## src/rtl/cordic_scheduler.sv

```systemverilog
`default_nettype none
// ============================================================================
// Module      : cordic_scheduler
// Description : Time-multiplexes one shared sine CORDIC across NUM_VOICES
//               phase accumulators, one pass over all voices per Syn_tick.
// Revision    : 1.0 - initial release
// ============================================================================
module cordic_scheduler #(
    parameter int                 NUM_VOICES = 4,
    parameter int                 TIMEOUT    = 64,
    parameter logic signed [31:0] PI_VAL     = 32'sh0003_243E,
    parameter logic signed [31:0] PI2_VAL    = 32'sh0006_487E
) (
    input  logic                      Sys_clk,
    input  logic                      Sch_rst_n,
    input  logic                      Syn_tick,
    input  logic                      Cfg_we,
    input  logic [2:0]                Cfg_addr,
    input  logic [31:0]               Cfg_inc,
    input  logic                      Cfg_en,
    input  logic                      Cfg_sync,
    output logic                      Cordic_start,
    output logic [31:0]               Cordic_phase,
    input  logic                      Cordic_done,
    input  logic [31:0]               Cordic_wave,
    output logic [32*NUM_VOICES-1:0]  Wave_bus,
    output logic                      Frame_done,
    output logic                      Busy,
    output logic                      Overrun,
    output logic                      Timeout_err
);

    localparam int              AW     = $clog2(NUM_VOICES);
    localparam int              TW     = $clog2(TIMEOUT + 1);
    localparam logic [AW-1:0]   LAST_V = AW'(NUM_VOICES - 1);
    localparam logic [AW:0]     NV     = (AW + 1)'(NUM_VOICES);
    localparam logic [TW-1:0]   T_LAST = TW'(TIMEOUT - 1);

    typedef enum logic [2:0] {
        S_IDLE  = 3'd0,
        S_ISSUE = 3'd1,
        S_WAIT  = 3'd2,
        S_STORE = 3'd3,
        S_DONE  = 3'd4
    } state_t;

    state_t                 state_q, state_d;
    logic [AW-1:0]          v_q, v_d;
    logic [TW-1:0]          timer_q, timer_d;
    logic [31:0]            phase_q [NUM_VOICES];
    logic [31:0]            inc_q   [NUM_VOICES];
    logic [31:0]            wave_q  [NUM_VOICES];
    logic [NUM_VOICES-1:0]  en_q;
    logic [31:0]            cphase_q;
    logic                   overrun_q;
    logic                   timeout_q;

    logic                   w_timeout;
    logic [AW-1:0]          w_addr;
    logic                   w_addr_ok;
    logic [31:0]            w_sum;
    logic [31:0]            w_next_phase;

    // Non-power-of-two voice counts leave holes in the address space; ignore them.
    assign w_addr    = Cfg_addr[AW-1:0];
    assign w_addr_ok = ({1'b0, w_addr} < NV);

    generate
        if (AW < 3) begin : g_addr_unused
            logic w_addr_unused;
            assign w_addr_unused = ^Cfg_addr[2:AW];
        end
    endgenerate

    assign w_sum        = phase_q[v_q] + inc_q[v_q];
    assign w_next_phase = ($signed(w_sum) > PI_VAL) ? (w_sum - PI2_VAL) : w_sum;

    always_ff @(posedge Sys_clk or negedge Sch_rst_n) begin
        if (!Sch_rst_n) begin
            state_q <= S_IDLE;
            v_q     <= '0;
            timer_q <= '0;
        end else begin
            state_q <= state_d;
            v_q     <= v_d;
            timer_q <= timer_d;
        end
    end

    always_comb begin
        state_d   = state_q;
        v_d       = v_q;
        timer_d   = timer_q;
        w_timeout = 1'b0;
        case (state_q)
            S_IDLE: begin
                if (Syn_tick) begin
                    state_d = S_ISSUE;
                    v_d     = '0;
                end
            end
            S_ISSUE: begin
                timer_d = '0;
                state_d = en_q[v_q] ? S_WAIT : S_STORE;
            end
            S_WAIT: begin
                if (Cordic_done) begin
                    state_d = S_STORE;
                end else if (timer_q == T_LAST) begin
                    w_timeout = 1'b1;
                    state_d   = S_STORE;
                end else begin
                    timer_d = timer_q + TW'(1);
                end
            end
            S_STORE: begin
                if (v_q == LAST_V) begin
                    state_d = S_DONE;
                end else begin
                    v_d     = v_q + AW'(1);
                    state_d = S_ISSUE;
                end
            end
            S_DONE: begin
                state_d = S_IDLE;
                v_d     = '0;
            end
            default: state_d = S_IDLE;
        endcase
    end

    assign Busy         = (state_q != S_IDLE);
    assign Frame_done   = (state_q == S_DONE);
    assign Cordic_start = (state_q == S_ISSUE) && en_q[v_q];
    assign Cordic_phase = Cordic_start ? phase_q[v_q] : cphase_q;
    assign Overrun      = overrun_q;
    assign Timeout_err  = timeout_q;

    always_ff @(posedge Sys_clk or negedge Sch_rst_n) begin
        if (!Sch_rst_n) begin
            en_q      <= '0;
            cphase_q  <= '0;
            overrun_q <= 1'b0;
            timeout_q <= 1'b0;
            for (int i = 0; i < NUM_VOICES; i++) begin
                phase_q[i] <= '0;
                inc_q[i]   <= '0;
                wave_q[i]  <= '0;
            end
        end else begin
            if (Syn_tick && (state_q != S_IDLE)) begin
                overrun_q <= 1'b1;
            end
            if (w_timeout) begin
                timeout_q <= 1'b1;
            end
            if (Cordic_start) begin
                cphase_q <= phase_q[v_q];
            end
            if ((state_q == S_ISSUE) && !en_q[v_q]) begin
                wave_q[v_q] <= '0;
            end
            // A voice disabled while its request is outstanding drops the result.
            if ((state_q == S_WAIT) && (state_d == S_STORE)) begin
                if (!en_q[v_q]) begin
                    wave_q[v_q] <= '0;
                end else if (Cordic_done) begin
                    wave_q[v_q] <= Cordic_wave;
                end
            end
            if ((state_q == S_STORE) && en_q[v_q]) begin
                phase_q[v_q] <= w_next_phase;
            end
            // Placed last so a sync write overrides a same-edge accumulator update.
            if (Cfg_we && w_addr_ok) begin
                inc_q[w_addr] <= Cfg_inc;
                en_q[w_addr]  <= Cfg_en;
                if (Cfg_sync) begin
                    phase_q[w_addr] <= '0;
                end
            end
        end
    end

    generate
        for (genvar g = 0; g < NUM_VOICES; g++) begin : g_wave
            assign Wave_bus[32*g +: 32] = wave_q[g];
        end
    endgenerate

endmodule
`default_nettype wire

```

## config.mk

```make
export PLATFORM = sky130hd
export DESIGN_NAME = cordic_scheduler
export DESIGN_NICKNAME = d
export VERILOG_FILES = /design/src/rtl/cordic_scheduler.sv
export SDC_FILE = /design/constraint.sdc
export NUM_CORES = 1
export LEC_CHECK = 0
export CORE_ASPECT_RATIO = 0.7
export CORE_MARGIN = 2
export CORE_UTILIZATION = 61
export DETAILED_ROUTE_END_ITERATION = 7
export PLACE_DENSITY = 0.9
export SLEW_MARGIN = 20
export SYNTH_ARGS = -nofsm -noshare
export SYNTH_HDL_FRONTEND = slang
export SYNTH_SLANG_ARGS = --single-unit
export TNS_END_PERCENT = 20
```

## constraint.sdc

```tcl
create_clock -name Sys_clk -period 12.5 [get_ports Sys_clk]
set_input_delay 2.5 -clock Sys_clk [delete_from_list [all_inputs] [get_ports Sys_clk]]
set_output_delay 2.5 -clock Sys_clk [all_outputs]
set_load 0.01 [all_outputs]
```

==> summary.txt <==
highest clock rate = 141 MHz
setup TNS = 0 ps
post-CTS resize count = 0
CORE AREA = 33600 um2
first-pass GRT wire length = 96800 um
largest net degree at the start of global routing = 166
worst hold path class = reg -> reg
flop and latch count out of synthesis = 434
Starting Density = 0.622
Post-synth EDFFs = 0
Die Width = 225 um
Hold Startpoint = Overrun
worst slew pin tran = 932 ps
vias in the first global route = 16900
Inst Count DP = 2347
largest fanout on the critical path = 41
wire per inst = 25.7 um
Final Instance Count excl. Fillers = 2424
root buf cell = clkbuf_16
endpoints failing hold = 0
Rel. slew slack = 0.379
Remaining Overflow, GRT = 0
Setup-failing EPs final = 0
Worst EP required = 10000 ps
CP arrival = 4610 ps
Tot GR Track Use = 0.348
Clock Skews = 26.7 ps
RSZ-0062 raised after global routing = no
DR DRC count = 0
Main synth FF type = dfrtp_1
# fillers = 1972
Pins Over Slew Limit = 0
DR vias = 16700
Routability Congestion = 0.977
status = finished clean
postcts setup bufs = 0
cells after synthesis = 1783
Post-DP HPWL = 39200 um
drt total wl = 62300 um
Routed Antenna Nets = 0
Final min period = 7110 ps
number of port buffers = 237
max_cap viols = 0
Total Die Area = 35800 um2
CP startpoint kind = register
share of layout cells above drive strength 1 = 0.177
most frequent cells in the layout = 432 x dfrtp_1, 236 x clkdlybuf4s50_1, 175 x nand2_1, 150 x a21oi_1, 146 x o21ai_0
most common library cell in the layout ignoring fill and taps = dfrtp_1
TritonCTS buffer count = 41
initial antenna violation count = 1
Synth Warn # = 0
CTS H-tree lvls = 2
Syn Nets = 1895
drt pass-1 iters = 6
crit path from = v_q[0]
CTS tree = done
Area Overhead vs Synth = 19.5%
Sink Count = 434
FFs w/ async S/R, synth = 1.00
IO Count = 239
fin crit share = 0.569
Post-CTS Hold Buffers = 0
Detailed Route Iter0 Violations = 2467
number of nets in the layout = 2068
Site Rows = 56
Post-Syn Area = 20900 um2
vias per cell = 6.87
CP endpoint kind = output pin
clk slew on worst S/H paths = 70 ps
Clk Latency, worst-skew pair = 590 ps
reg2reg start = v_q[0]
Synth cell types = 86
CTS max path bufs = 3
Die H = 159 um
Post-Syn Area per Cell = 11.7 um2
Seq/Total Area, Yosys = 0.520
worst setup path class = reg -> out
-- worst paths after layout --
| path | endpoint | slack, ps | cells after the start |
|---|---|---|---|
| setup / recovery | Cordic_phase[14] | 5390 | 9 |
| min in group asynchronous | asynchronous set/reset pin | 1870 | 1 |
| hold / removal | Overrun | 460 | 1 |
| setup reg to reg | phase_q[111] | 5420 | 15 |
| hold reg to reg | Overrun | 460 | 1 |
| max in group asynchronous | phase_q[59] | 8480 | 3 |
-- cells by family after synthesis --
logic type                 share of synthesized area
buffers and inverters                         0.0265
adders and majority gates                     0.0231
muxes                                          0.144
AOI/OAI and AO/OA                              0.172
xor gates and xnor gates                      0.0239
DFF                                            0.520
and+or+nand+nor                               0.0905
-- worst max-delay path: stages (launching register included) --
cell	delay (ps)
dfrtp_4	800
buf_4	770
mux4_2	770
nand2_1	130
buf_4	400
inv_1	70
buf_4	280
nand2_1	150
nand2_1	100
clkdlybuf4s50_1	520
-- area by class of cell --
| type | count | area (um2) | share of cell area |
|---|---|---|---|
| multi-input cells | 1210 | 9530 | 0.381 |
| diodes | 1 | 2.50 | 0.000100 |
| clock inverters | 9 | 156 | 0.00626 |
| flip-flops and latches | 434 | 10900 | 0.435 |
| inverters | 10 | 37.5 | 0.00150 |
| well taps | 435 | 544 | 0.0218 |
| clock buffers | 66 | 1280 | 0.0512 |
| repair buffers | 259 | 2570 | 0.103 |
-- through the flow --
step	worst slack, ps	area, um2	util	hold WS (ps)
CTS	5350	24900	0.741	466
finish	5390	25000	0.743	465
global route	5080	25000	0.743	477
detailed placement	5600	23500	0.699	446
floorplan	7020	20900	-	464
global placement	5740	23500	0.699	440
-- cells in the mapped netlist, types with 4 or more instances --
| master | n | share of area |
|---|---|---|
| a21oi_1 | 150 | 0.036 |
| xnor2_2 | 4 | 0.0031 |
| ha_1 | 37 | 0.022 |
| nor3_1 | 17 | 0.0041 |
| clkbuf_1 | 109 | 0.020 |
| o21ai_0 | 146 | 0.035 |
| nor4_1 | 6 | 0.0018 |
| xor2_1 | 17 | 0.0071 |
| buf_2 | 7 | 0.0017 |
| mux2_2 | 136 | 0.073 |
| o21a_1 | 5 | 0.0018 |
| nor2_1 | 51 | 0.0092 |
| a21oi_2 | 13 | 0.0054 |
| buf_1 | 10 | 0.0018 |
| a311oi_1 | 4 | 0.0017 |
| xor2_2 | 9 | 0.0070 |
| and3_1 | 17 | 0.0051 |
| dfrtp_1 | 434 | 0.52 |
| nand2_1 | 175 | 0.031 |
| nand2b_1 | 5 | 0.0015 |
| xnor2_1 | 16 | 0.0067 |
| nor2b_1 | 6 | 0.0018 |
| a22o_1 | 130 | 0.054 |
| o211ai_1 | 7 | 0.0025 |
| or3_1 | 9 | 0.0027 |
| a21o_1 | 13 | 0.0047 |
| inv_1 | 10 | 0.0018 |
| a211oi_1 | 10 | 0.0036 |
| nor3b_1 | 7 | 0.0025 |
| o21bai_1 | 4 | 0.0014 |
| or2_2 | 5 | 0.0015 |
| mux4_2 | 65 | 0.070 |
| o31ai_1 | 7 | 0.0025 |
| nand3_1 | 20 | 0.0048 |
| and2_1 | 16 | 0.0048 |
| nand3b_1 | 4 | 0.0014 |
| and4_1 | 6 | 0.0025 |
| o21ai_1 | 6 | 0.0014 |
| nand4_1 | 18 | 0.0054 |
-- metal layers --
| layer | GRT usage | up-vias | share of wire |
|---|---|---|---|
| met5 | 0 | - | 0 |
| met4 | 0.144 | 0 | 0.040 |
| met3 | 0.0638 | 230 | 0.10 |
| met2 | 0.524 | 1095 | 0.46 |
| met1 | 0.505 | 8391 | 0.40 |
| li1 | - | 6946 | - |
Power is not shown: default switching activity piles up to over one toggle a cycle in this logic, so the estimate is an artifact.
